[src/rtl/wb_bus_arbiter.sv]
// Two-master Wishbone arbiter sharing one slave-side bus between a register slave and a memory slave.
// Adds round-robin tie-breaking, address decode, unmapped-address errors and a wait-cycle timeout.
module wb_bus_arbiter #(
  parameter int unsigned  TIMEOUT  = 255,
  parameter logic [22:0]  REG_BASE = 23'h400000,
  parameter logic [22:0]  REG_MASK = 23'h7FFFF0,
  parameter logic [22:0]  MEM_MASK = 23'h400000
) (
  input  logic        clk_i,
  input  logic        rst_ni,
  input  logic        m0_cyc_i,
  input  logic        m0_stb_i,
  input  logic        m0_we_i,
  input  logic [3:0]  m0_sel_i,
  input  logic [22:0] m0_adr_i,
  input  logic [31:0] m0_dat_i,
  output logic        m0_ack_o,
  output logic        m0_err_o,
  output logic [31:0] m0_dat_o,
  input  logic        m1_cyc_i,
  input  logic        m1_stb_i,
  input  logic        m1_we_i,
  input  logic [3:0]  m1_sel_i,
  input  logic [22:0] m1_adr_i,
  input  logic [31:0] m1_dat_i,
  output logic        m1_ack_o,
  output logic        m1_err_o,
  output logic [31:0] m1_dat_o,
  output logic        s_cyc_o,
  output logic        s_stb_o,
  output logic        s_we_o,
  output logic [3:0]  s_sel_o,
  output logic [22:0] s_adr_o,
  output logic [31:0] s_dat_o,
  output logic        reg_stb_o,
  output logic        mem_stb_o,
  input  logic        reg_ack_i,
  input  logic        mem_ack_i,
  input  logic [31:0] reg_dat_i,
  input  logic [31:0] mem_dat_i,
  output logic [1:0]  gnt_o
);

  typedef enum logic [1:0] {
    IDLE = 2'd0,
    GNT0 = 2'd1,
    GNT1 = 2'd2
  } state_e;

  localparam logic [7:0] TIMEOUT_CNT = 8'(TIMEOUT);

  state_e      state;
  state_e      state_nxt;
  logic        last_owner;
  logic [7:0]  wait_cnt;
  logic        unmapped_q;
  logic        reg_hit;
  logic        mem_hit;
  logic        slv_ack;
  logic [31:0] slv_dat;
  logic        bus_err;

  // NOTE: state registers use non-blocking assignments so every flop samples pre-edge values.
  always_ff @(posedge clk_i or negedge rst_ni) begin
    if (!rst_ni) begin
      state      <= IDLE;
      last_owner <= 1'b0;
    end else begin
      state <= state_nxt;
      if (state == GNT0 && !m0_cyc_i) last_owner <= 1'b0;
      if (state == GNT1 && !m1_cyc_i) last_owner <= 1'b1;
    end
  end

  // NOTE: every always_comb output gets a default first so no path can infer a latch.
  always_comb begin
    state_nxt = state;
    case (state)
      IDLE: begin
        if (m0_cyc_i && m1_cyc_i) state_nxt = last_owner ? GNT0 : GNT1;
        else if (m0_cyc_i)        state_nxt = GNT0;
        else if (m1_cyc_i)        state_nxt = GNT1;
      end
      GNT0:    if (!m0_cyc_i) state_nxt = m1_cyc_i ? GNT1 : IDLE;
      GNT1:    if (!m1_cyc_i) state_nxt = m0_cyc_i ? GNT0 : IDLE;
      default: state_nxt = IDLE;
    endcase
  end

  assign gnt_o = {state == GNT1, state == GNT0};

  always_comb begin
    s_cyc_o = 1'b0;
    s_stb_o = 1'b0;
    s_we_o  = 1'b0;
    s_sel_o = '0;
    s_adr_o = '0;
    s_dat_o = '0;
    case (state)
      GNT0: begin
        s_cyc_o = m0_cyc_i;
        s_stb_o = m0_stb_i;
        s_we_o  = m0_we_i;
        s_sel_o = m0_sel_i;
        s_adr_o = m0_adr_i;
        s_dat_o = m0_dat_i;
      end
      GNT1: begin
        s_cyc_o = m1_cyc_i;
        s_stb_o = m1_stb_i;
        s_we_o  = m1_we_i;
        s_sel_o = m1_sel_i;
        s_adr_o = m1_adr_i;
        s_dat_o = m1_dat_i;
      end
      default: ;
    endcase
  end

  // Register window takes precedence over the memory window when both match.
  assign reg_hit   = s_stb_o && ((s_adr_o & REG_MASK) == REG_BASE);
  assign mem_hit   = s_stb_o && !reg_hit && ((s_adr_o & MEM_MASK) == '0);
  assign reg_stb_o = reg_hit;
  assign mem_stb_o = mem_hit;

  assign slv_ack = (reg_hit && reg_ack_i) || (mem_hit && mem_ack_i);
  assign slv_dat = reg_hit ? reg_dat_i : (mem_hit ? mem_dat_i : '0);
  // A late ack in the timeout cycle wins over the error.
  assign bus_err = !slv_ack && (unmapped_q || (s_stb_o && wait_cnt == TIMEOUT_CNT));

  always_ff @(posedge clk_i or negedge rst_ni) begin
    if (!rst_ni) begin
      wait_cnt   <= '0;
      unmapped_q <= 1'b0;
    end else begin
      if (s_cyc_o && s_stb_o && !slv_ack && !bus_err) wait_cnt <= wait_cnt + 8'd1;
      else                                             wait_cnt <= '0;
      // Only flagged while the owner keeps cyc, so the error reaches the same master.
      unmapped_q <= s_cyc_o && s_stb_o && !reg_hit && !mem_hit && !unmapped_q;
    end
  end

  assign m0_ack_o = (state == GNT0) && slv_ack;
  assign m0_err_o = (state == GNT0) && bus_err;
  assign m0_dat_o = (state == GNT0) ? slv_dat : '0;
  assign m1_ack_o = (state == GNT1) && slv_ack;
  assign m1_err_o = (state == GNT1) && bus_err;
  assign m1_dat_o = (state == GNT1) ? slv_dat : '0;

endmodule

[config.mk]
export PLATFORM = sky130hd
export DESIGN_NAME = wb_bus_arbiter
export DESIGN_NICKNAME = d
export VERILOG_FILES = /design/src/rtl/wb_bus_arbiter.sv
export SDC_FILE = /design/constraint.sdc
export NUM_CORES = 1
export LEC_CHECK = 0
export ABC_AREA = 1
export CORE_AREA = 2 2 126 128
export CTS_CLUSTER_SIZE = 8
export DETAILED_ROUTE_END_ITERATION = 10
export DIE_AREA = 0 0 128 130
export DONT_BUFFER_PORTS = 1
export PLACE_DENSITY = 0.38
export SETUP_SLACK_MARGIN = 0.4
export SYNTH_ARGS = -nofsm -noshare
export SYNTH_HDL_FRONTEND = slang
export SYNTH_SLANG_ARGS = --single-unit
[constraint.sdc]
create_clock -name clk_i -period 3.28 [get_ports clk_i]
set_input_delay 0.984 -clock clk_i [delete_from_list [all_inputs] [get_ports clk_i]]
set_output_delay 0.984 -clock clk_i [all_outputs]
set_load 0.01 [all_outputs]
==> results.md <==
- In this run the static leakage power is 1.62 nW.
- The endpoint class of the critical path is an output port.
- The initial antenna violation count is 0.
- The post-layout worst setup margin is -0.115 ns.
- Summing all multi-input logic gate instances after layout gives 3010 um^2.
- CTS built an H-tree with a depth of 1.
- TritonCTS built the clock tree.
- The final HPWL from detailed placement is 9920 um.
- Cells with a size suffix above 1 make up 50.3% of the layout.
- Setup repair after global routing could not meet its margin everywhere.
- Timing analysis after detailed placement gives a worst setup slack of 0.00701 ns.
- The required time of the worst setup path is 2.30 ns.
- The type of the most critical hold path is in2async.
- Clock skew on the completed layout was measured at 0.00427 ns.
- The final hold violation count is 0.
- IR analysis of the VDD net gives a maximum drop of 0.554 mV.
- The number of max-cap violations is 0.
- The area of the core is 15400 um^2.
- After clock tree synthesis, the flow added hold-fix buffers numbering 0.
- The worst-path maximum fanout is 6.
- In the layout the commonest cells are 157 x sky130_fd_sc_hd__nand2_1, 51 x sky130_fd_sc_hd__buf_4, 43 x sky130_fd_sc_hd__a21oi_4.
- The run finished, with violations left.
- Pin placement for this block handled 326 I/O pins.
- The die is 128 um wide.
- The aggregate global routing overflow is 0.
- Entering global routing, the biggest net connects 36 pins.
- The clock insertion delay at the later pin of the skew report is 0.24 ns.
- At the end of the flow, the number of nets in the layout was 733.
- The worst pin sits at a relative slew slack of 47.4%.
- For this run, the number of Yosys warnings is 0.
- Sorting the synthesized cells by area gives the leading types as sky130_fd_sc_hd__nand2_1 27%, sky130_fd_sc_hd__a21oi_1 22%, sky130_fd_sc_hd__nand3_2 13%, sky130_fd_sc_hd__dfrtp_1 11%, sky130_fd_sc_hd__inv_1 3.6%.
- The fraction of post-synthesis cell area in the top cell type by area is 27.1%.
- The count of cells in the finished layout, fillers not included, comes to 727.
- Dividing the detail-routed via count by the number of cells gives 4.89.
- The detailed-router iteration count before antenna repair is 6.
- The netlist area before placement is 2640 um^2.
- The final estimated routing congestion in global placement is 0.867.
- Counting the buffers created by CTS gives 3.
- The worst path in the final design needs a cycle of 3.39 ns, including I/O delays and setup.
- Averaged over all synthesized cells, the footprint is 5.59 um^2.
- The post-route standard cell area excluding fillers is 5020 um^2.
- The die covers 16600 um^2.
- In this run, synthesis produced a sequential element count of 12.
- In the synthesized netlist, the number of instances is 471.
- The overall via count from detail_route is 3557.
- The top achievable clock speed is 0.295 GHz.
- The library cell used most frequently in the layout, excluding fill and tap cells, is sky130_fd_sc_hd__nand2_1.
- Dividing total power by cell area gives a power density of 784 nW/um^2.
- The worst path uses 103% of the clock period.
- Compared with the post-synthesis result, the final layout area differs by 90.5%.
- The number of placed instances, taps included is 679.
- The vertical die dimension is 130 um.
- The clock drives 12 sinks.
- The initial utilization of the core area, before any placement, comes to 17.1%.
- Sequential cells were found to cover 11.4% of the synthesized design area.
- The first global-routing pass estimated 18600 um of wire.
- Final hold analysis gives a worst-case slack of 0.432 ns.
- The sequential standard cell area is 302 um^2.
- Clock-pin slew was measured on the worst setup and hold paths at 0.05 ns.
- The critical path is of the reg2out type.
- The residual DRC count is 0.
- At the worst endpoint, the arrival time is 2.41 ns.
- The slew at the pin with the worst max-slew slack is 0.789 ns.
- The count of port buffers added during placement is 0.
- The placed cell area is 3410 um^2.
- After the first detailed-routing iteration, the DRC count stood at 152.
- The final routed wirelength across all metal layers is 14800 um.
- The number of global-route vias before repair is 3131.
- The synthesized design spends more area on one cell type than any other, namely sky130_fd_sc_hd__nand2_1.
- The number of slew-limit violations in the final report is 0.
- The element type at the critical path start is a flop.
- The total of endpoints with negative setup slack in the final report is 57.
- After detailed routing, the average wire length per cell comes to 20.4 um.
- The checks that failed: setup timing.
- The residual antenna-violating net count after detailed routing is 0.
- In this run the clock root is driven by a sky130_fd_sc_hd__clkbuf_16.
- Across every metal layer, demand over resource in global routing totals 14.6%.
- The number of rows in the core area is 46.
- The number of fillers in the final layout is 1618.
- For this run, the share of the core covered by cells in the final layout is 32.5%.
- The repair_antennas step left the layout with diodes totalling 0.
- The number of nets in the synthesized netlist is 668.
- The maximum count of clock buffers along a single path is 2.
- The post-synthesis cell type count is 32.
==> layout make-up <==
class / instances / area share, %
flip-flops and latches: 12 / 6.01
well taps: 192 / 4.79
multi-input cells: 395 / 60.0
inverters: 29 / 2.42
repair buffers: 95 / 25.0
clock buffers: 4 / 1.77
==> worst max-delay path: stages, from the launching register on <==
cell and delay [ns]:
sky130_fd_sc_hd__dfrtp_2 0.45, sky130_fd_sc_hd__inv_4 0.10, sky130_fd_sc_hd__ha_4 0.21, sky130_fd_sc_hd__buf_6 0.13
sky130_fd_sc_hd__nand2_1 0.08, sky130_fd_sc_hd__nand2_4 0.08, sky130_fd_sc_hd__nand2_2 0.05, sky130_fd_sc_hd__nor2_2 0.11
sky130_fd_sc_hd__nand2_2 0.07, sky130_fd_sc_hd__nor2_4 0.17, sky130_fd_sc_hd__buf_12 0.17, sky130_fd_sc_hd__buf_12 0.13
sky130_fd_sc_hd__nand3_4 0.09, sky130_fd_sc_hd__a21oi_2 0.16, sky130_fd_sc_hd__buf_4 0.15
==> power by group <==
part	switching, mW	total (mW)	internal [mW]
registers	0.0205	0.189	0.168
logic	2.07	3.49	1.43
clock network	0.0681	0.253	0.184
total	2.15	3.94	1.78
==> sequential cells by signal (all words and copies together) (netlist names) <==
signal      cells
unmapped_q      1
last_owner      1
state           2
wait_cnt        8
==> through the flow <==
| stage | setup TNS (ns) | total power, mW |
|---|---|---|
| 4_1_cts | -3.01 | 3.36 |
| 3_3_place_gp | 0 | 2.32 |
| 5_1_grt | -11.35 | 4.16 |
| 3_5_place_dp | 0 | 2.35 |
| 6_report | -3.10 | 3.94 |
| 2_1_floorplan | 0 | 1.74 |
==> cell families (layout without fill, tap and decap cells) <==
logic type               after synthesis  after routing  synth area share (%)
AND/OR/NAND/NOR                      259            259                  46.7
XOR/XNOR                               5              5                  1.66
flip-flops                            12             12                  11.4
buffers and inverters                 64            128                  12.9
adder cells (fa/ha/maj)                5              5                  2.37
AO/OA/AOI/OAI                        126            126                  25.0
==> synthesized netlist by cell type <==
library cell and n:
sky130_fd_sc_hd__nand2_1 190, sky130_fd_sc_hd__a21oi_1 114, sky130_fd_sc_hd__nand3_2 33, sky130_fd_sc_hd__inv_1 25
sky130_fd_sc_hd__nor2_1 19, sky130_fd_sc_hd__clkbuf_1 16, sky130_fd_sc_hd__dfrtp_1 12, sky130_fd_sc_hd__buf_6 7
sky130_fd_sc_hd__ha_1 5, sky130_fd_sc_hd__nand3_1 5, sky130_fd_sc_hd__o21ai_0 5, sky130_fd_sc_hd__buf_2 4
sky130_fd_sc_hd__buf_1 3, sky130_fd_sc_hd__buf_8 3, sky130_fd_sc_hd__clkinv_1 3, sky130_fd_sc_hd__nand2_2 3
sky130_fd_sc_hd__xor2_1 3, sky130_fd_sc_hd__a22oi_1 2, sky130_fd_sc_hd__buf_4 2, sky130_fd_sc_hd__nand4_1 2
sky130_fd_sc_hd__nor3_1 2, sky130_fd_sc_hd__o22ai_1 2, sky130_fd_sc_hd__xnor2_1 2, sky130_fd_sc_hd__a21oi_4 1
sky130_fd_sc_hd__a31oi_1 1, sky130_fd_sc_hd__and2_1 1, sky130_fd_sc_hd__and3_1 1, sky130_fd_sc_hd__inv_2 1
sky130_fd_sc_hd__nor2_2 1, sky130_fd_sc_hd__nor2_4 1, sky130_fd_sc_hd__nor2_8 1, sky130_fd_sc_hd__o22ai_2 1
==> per-layer routing <==
layer / share of wire, % / wire, um / global-route usage (%)
met5: 0 / 0 / 0
met2: 55 / 8190 / 27.7
met4: 0.78 / 116 / 2.26
met1: 38 / 5700 / 18.0
met3: 5.6 / 835 / 1.85
==> worst paths after layout <==
check                            start      endpoint  slack [ns]  cells after the start
max in group asynchronous       rst_ni      state[1]        2.77                      0
hold reg to reg            wait_cnt[0]   wait_cnt[0]        0.48                      1
setup reg to reg              state[1]   wait_cnt[2]        0.96                     15
setup / recovery              state[1]  m0_dat_o[16]       -0.11                     14
min in group clk_i         wait_cnt[0]   wait_cnt[0]        0.48                      1
hold / removal                  rst_ni   wait_cnt[3]        0.43                      0
==> timing repair <==
| action | 4_1_cts | 5_1_grt |
|---|---|---|
| resized for setup | 108 | 72 |
| cloned | 7 | 5 |
| setup buffers | 13 | 19 |
| setup endpoints to repair | 98 | 94 |
| pin swaps | 23 | 58 |
(Power assumes the default switching activity.)
